===== config.mk =====
export PLATFORM = sky130hd
export DESIGN_NAME = sdram_rd_arb
export DESIGN_NICKNAME = d
export VERILOG_FILES = /design/src/rtl/sdram_rd_arb.sv
export SDC_FILE = /design/constraint.sdc
export NUM_CORES = 1
export LEC_CHECK = 0
export ABC_CLOCK_PERIOD_IN_PS = 3700
export BUFFER_PORTS_ARGS = -buffer_cell sky130_fd_sc_hd__buf_2
export CELL_PAD_IN_SITES_DETAIL_PLACEMENT = 0
export CELL_PAD_IN_SITES_GLOBAL_PLACEMENT = 1
export CORE_MARGIN = 3
export CORE_UTILIZATION = 36
export CTS_BUF_LIST = sky130_fd_sc_hd__clkbuf_8
export DETAILED_ROUTE_END_ITERATION = 10
export GPL_TIMING_DRIVEN = 0
export PLACE_DENSITY = 0.95
export SKIP_CTS_REPAIR_TIMING = 1
export SLEW_MARGIN = 20
export SYNTH_ARGS = -nofsm -noshare
export SYNTH_HDL_FRONTEND = slang
export SYNTH_SLANG_ARGS = --single-unit

===== constraint.sdc =====
create_clock -name clk -period 3.7 [get_ports clk]
set_clock_uncertainty 0.15 [all_clocks]
set_input_delay 0.555 -clock clk [delete_from_list [all_inputs] [get_ports clk]]
set_output_delay 0.555 -clock clk [all_outputs]
set_load 0.05 [all_outputs]

===== src/rtl/sdram_rd_arb.sv =====
// sdram_rd_arb: round-robin read arbiter for the sdram controller.
// It merges NCLI read clients onto the controller's single read port and
// keeps only one read outstanding at a time. It counts the words that come
// back, and it steers the ack and each data beat to the client that owns the read.
//
// Ports:
//   clk, reset           system clock; synchronous active-high reset
//   cli_req/addr/len     per-client request, word address, burst length code
//   cli_ack, cli_rdy     per-client pulses: request accepted / rd_data_o valid
//   rd_data_o            read data broadcast to all clients
//   rd_req/addr/len      read request to the controller
//   rd_ack, rd_data,     controller accept pulse, data word, data-valid pulse
//   rd_rdy
//   busy                 a read is in flight
//   err                  sticky: unexpected rd_ack/rd_rdy seen
//
// state | meaning
// IDLE  | no read in flight; grant the next requesting client
// REQ   | rd_req raised, waiting for controller rd_ack
// DATA  | read accepted, counting returning words for the owner
module sdram_rd_arb #(
  parameter int NCLI   = 2,
  parameter int XWIDTH = 20,
  parameter int DWIDTH = 16
) (
  input  logic                   clk,
  input  logic                   reset,
  input  logic [NCLI-1:0]        cli_req,
  input  logic [NCLI*XWIDTH-1:0] cli_addr,
  input  logic [NCLI*4-1:0]      cli_len,
  output logic [NCLI-1:0]        cli_ack,
  output logic [NCLI-1:0]        cli_rdy,
  output logic [DWIDTH-1:0]      rd_data_o,
  output logic                   rd_req,
  output logic [XWIDTH-1:0]      rd_addr,
  output logic [3:0]             rd_len,
  input  logic                   rd_ack,
  input  logic [DWIDTH-1:0]      rd_data,
  input  logic                   rd_rdy,
  output logic                   busy,
  output logic                   err
);

  localparam int IDW = (NCLI > 2) ? 2 : 1;

  typedef enum logic [1:0] {IDLE, REQ, DATA} state_t;

  state_t            state, state_nxt;
  logic [IDW-1:0]    id, id_nxt;
  logic [IDW-1:0]    last, last_nxt;
  logic [4:0]        cnt, cnt_nxt;
  logic              rd_req_nxt, busy_nxt, err_nxt;
  logic [XWIDTH-1:0] rd_addr_nxt;
  logic [3:0]        rd_len_nxt;
  logic [NCLI-1:0]   cli_ack_nxt, cli_rdy_nxt;
  logic [DWIDTH-1:0] rd_data_nxt;

  logic              found;
  logic [IDW-1:0]    win, idx;
  logic [3:0]        win_len;

  always_ff @(posedge clk) begin
    if (reset) begin
      state     <= IDLE;
      id        <= '0;
      last      <= IDW'(NCLI - 1);
      cnt       <= '0;
      rd_req    <= 1'b0;
      rd_addr   <= '0;
      rd_len    <= '0;
      cli_ack   <= '0;
      cli_rdy   <= '0;
      rd_data_o <= '0;
      busy      <= 1'b0;
      err       <= 1'b0;
    end else begin
      state     <= state_nxt;
      id        <= id_nxt;
      last      <= last_nxt;
      cnt       <= cnt_nxt;
      rd_req    <= rd_req_nxt;
      rd_addr   <= rd_addr_nxt;
      rd_len    <= rd_len_nxt;
      cli_ack   <= cli_ack_nxt;
      cli_rdy   <= cli_rdy_nxt;
      rd_data_o <= rd_data_nxt;
      busy      <= busy_nxt;
      err       <= err_nxt;
    end
  end

  always_comb begin
    found = 1'b0;
    win   = '0;
    idx   = '0;
    // Scan starting one past the last winner so every client gets a turn.
    for (int k = 1; k <= NCLI; k++) begin
      idx = IDW'((int'(last) + k) % NCLI);
      if (!found && cli_req[idx]) begin
        found = 1'b1;
        win   = idx;
      end
    end
    win_len = cli_len[int'(win)*4 +: 4];
  end

  always_comb begin
    state_nxt   = state;
    id_nxt      = id;
    last_nxt    = last;
    cnt_nxt     = cnt;
    rd_req_nxt  = rd_req;
    rd_addr_nxt = rd_addr;
    rd_len_nxt  = rd_len;
    cli_ack_nxt = '0;
    cli_rdy_nxt = '0;
    rd_data_nxt = rd_data_o;
    busy_nxt    = busy;
    err_nxt     = err;

    case (state)
      IDLE: begin
        if (rd_rdy || rd_ack) err_nxt = 1'b1;
        if (found) begin
          id_nxt      = win;
          last_nxt    = win;
          rd_addr_nxt = cli_addr[int'(win)*XWIDTH +: XWIDTH];
          rd_len_nxt  = win_len;
          // Controller burst rule: code 0 is a single word, otherwise len+2.
          cnt_nxt     = (win_len == 4'd0) ? 5'd1 : {1'b0, win_len} + 5'd2;
          rd_req_nxt  = 1'b1;
          busy_nxt    = 1'b1;
          state_nxt   = REQ;
        end
      end
      REQ: begin
        if (rd_rdy) err_nxt = 1'b1;
        if (rd_ack) begin
          rd_req_nxt      = 1'b0;
          cli_ack_nxt[id] = 1'b1;
          state_nxt       = DATA;
        end
      end
      DATA: begin
        if (rd_ack) err_nxt = 1'b1;
        if (rd_rdy) begin
          cli_rdy_nxt[id] = 1'b1;
          rd_data_nxt     = rd_data;
          cnt_nxt         = cnt - 5'd1;
          if (cnt == 5'd1) begin
            busy_nxt  = 1'b0;
            state_nxt = IDLE;
          end
        end
      end
      default: state_nxt = IDLE;
    endcase
  end

endmodule

==> results.cfg <==
[detailed_routing]
via_count = 2392
viasPerCell = 4.99
drc = 0
wl_um = 6440
drtIter0Drc = 116
wl_per_cell_um = 13.4
ant_nets = 0
drt-pass1-iter-count = 4

[setup_path]
path_max_fanout = 10
cp_top_family = simple AND/OR/NAND/NOR gates
worstReg2RegStart = state[1]
cp-start-kind = register
critPathKind = reg2reg
r2r_cells = 5
slowest_stage = dfxtp_1
crit_chain = nor2b_1 -> nand2_2 -> clkbuf_1 -> nand2_1 -> a21oi_1
crit_path_end_kind = register
max_stage_delay_ns = 0.48
cp_data_required_time_ns = 3.74
cp_num_buf_inv = 1
r2r_slack_ns = 1.80
cp.arrival_ns = 1.95
reg2reg_to = rd_data_o[0]

[timing]
hold_ws_ns = 0.307
setup_viol = 0
post-route-period-util_pct = 51.5
hold_viol = 0
setup_tns_ns = 0
max_slew_margin_pct = 58.9
rsz0062_at_grt = no
period_needed_ns = 1.90
worstMarginPinSlew_ns = 0.612
max_clock_freq_mhz = 525
slew_viol_final = 0

[yosys]
avgSynthCellArea_um2 = 8.76
synth_edf_count = 0
synth.area.top_cells = dfxtp_1, mux2i_1, a211oi_1, nand2_1, a21oi_1
yosysTopAreaCell = dfxtp_1
syn_nets = 350
syn-cell-area_um2 = 2430
async_flop_share_pct = 0
ys_types = 43
yosysSeqAreaShare_pct = 46.0
synth_cells = 278
yosys-top-cells-count = dfxtp_1, nand2_1, nor2_1
synth_most_common_cell = dfxtp_1
synth.top_cell.area_share_pct = 46.0
synth_ff_type = dfxtp_1
synth_seq_cells = 56
yosysWarnings = 0

[hold_path]
hp-start = rd_data_o[6]
worstHoldPathType = reg2reg
hold_end = rd_data_o[6]
min_path_cells = 2

[layout]
regArea_um2 = 1120
diodes = 0
syn2layout_area_growth_pct = 31.6
nFillCells = 664
fin_nets = 473
drive_gt1_share_pct = 34.3
multi_input_area_um2 = 1220

[clock_network]
clockBufferDepth = 2
root_buffer = clkbuf_8
cts_tree = done
cts_buffers = 5
clk_pin_slew_ns = 0.10
htree_levels = 2
clock-sinks = 56
clkLatencyLatePin_ns = 0.31

[floorplan]
core_um2 = 6460
num_rows = 29
die_h_um = 88.2
initial_utilization_pct = 37.7
dieArea_um2 = 7790
die_w_um = 88.2
io_pins = 117

[global_routing]
antenna_found_initial = 0
grt.total_usage_pct = 16.3
grt_pass1_wl_um = 10200
grt_max_degree = 19
grt_pass1_vias = 2229
overflow = 0

[power_and_ir_drop]
p_int_uw = 931
switching_share_pct = 37.0
leakagePower_nw = 1.44
pwr-share-comb_pct = 30.2
vdd_ir_drop_max_mv = 0.204
powerDensity_nw_per_um2 = 461
power_frac_seq_pct = 46.6
p_clk_share_pct = 23.2
p_switching_uw = 547

[place]
dp_hpwl_um = 4990
io_buffers = 116
place.gp.congestion = 0.761

[run_status]
outcome = finished, final reports clean

[job]
maxCapViolCount = 0
==> power groups by stage <==
stage	Combinational [mW]	Sequential (mW)	Clock, mW
2_1_floorplan	0.166	0.854	0
3_3_place_gp	0.442	0.701	0
3_5_place_dp	0.447	0.703	0
4_1_cts	0.448	0.689	0.357
5_1_grt	0.481	0.698	0.382
6_report	0.446	0.689	0.343
==> state kept, by name (all words and copies together), names as in the netlist <==
signal	count
cli_rdy	2
last	1
cnt	5
busy	1
state	2
rd_len	4
cli_ack	2
err	1
rd_req	1
rd_data_o	16
id	1
rd_addr	20
==> final cells by class <==
cell class	count	share of cell area (%)
Tap cell	77	3.01
Inverter	4	0.469
Sequential cell	56	35.0
Clock inverter	3	0.742
Buffer	18	2.58
Clock buffer	5	2.15
Multi-Input combinational cell	200	38.0
Timing Repair Buffer	116	18.1
==> cells in the final DEF, fill, tap and decap left out, types with 2 or more instances in the layout <==
master / netlist / routed
and3b_1: 2 / 2
buf_1: 2 / 2
buf_4: 2 / 2
nor2b_1: 2 / 2
nor2_1: 33 / 33
a211oi_1: 25 / 25
inv_1: 4 / 4
clkbuf_8: 0 / 5
o41ai_1: 2 / 2
nor3_1: 11 / 11
nand2_1: 41 / 41
or4_1: 2 / 2
ha_1: 2 / 2
nand2b_1: 2 / 2
a21oi_1: 25 / 25
xor2_1: 2 / 2
a31oi_1: 2 / 2
buf_2: 5 / 121
clkinvlp_4: 0 / 2
clkbuf_1: 8 / 8
mux2i_1: 24 / 24
nor3_2: 2 / 2
and4_1: 2 / 2
dfxtp_1: 56 / 56
nor3b_1: 2 / 2
==> layer usage <==
layer  vias up  track usage [%]  share of wire [%]
met5         -                0                  0
met4         0             5.49                1.4
met3         7             3.63                5.0
met2        55             27.5                 52
met1      1094             20.6                 42
li1       1236                -                  -
==> cells by family (layout without fill, tap and decap cells) <==
family                   after synthesis  in the layout  share of synthesized area, %
AO/OA/AOI/OAI                         65             65                          17.7
XOR/XNOR                               3              3                          1.08
adder cells (fa/ha/maj)                2              2                          1.03
buffers and inverters                 22            146                          4.01
flip-flops                            56             56                          46.0
multiplexers                          24             24                          9.87
AND/OR/NAND/NOR                      106            106                          20.2
==> per-stage QoR <==
step | area (um2) | util (%) | setup WS [ns] | cells | power, mW
after floorplan | 2430 | - | 1.95 | 278 | 1.02
after global placement | 3110 | 48.2 | 1.57 | 471 | 1.14
after detailed placement | 3110 | 48.2 | 1.56 | 471 | 1.15
after CTS | 3200 | 49.6 | 1.75 | 479 | 1.49
after global routing | 3200 | 49.6 | 1.61 | 479 | 1.56
final | 3200 | 49.6 | 1.80 | 479 | 1.48
==> how the worst max path moves through the flow <==
stage                    start       endpoint  slack, ns  depth (start not counted)
detailed placement  cli_req[0]         cnt[3]       1.56                          4
finish                state[1]   rd_data_o[0]       1.80                          5
global placement    cli_req[0]         cnt[3]       1.57                          4
CTS                   state[1]  rd_data_o[13]       1.75                          5
floorplan           cli_req[1]         cnt[3]       1.95                          4
global route          state[1]   rd_data_o[1]       1.61                          5
==> worst reg2reg max path, cell delays in order, from the launching register on <==
cell and delay (ns):
dfxtp_1 0.48, nor2b_1 0.47, nand2_2 0.23, clkbuf_1 0.27, nand2_1 0.12, a21oi_1 0.07
Note: power is estimated with default switching activity, not from simulation.
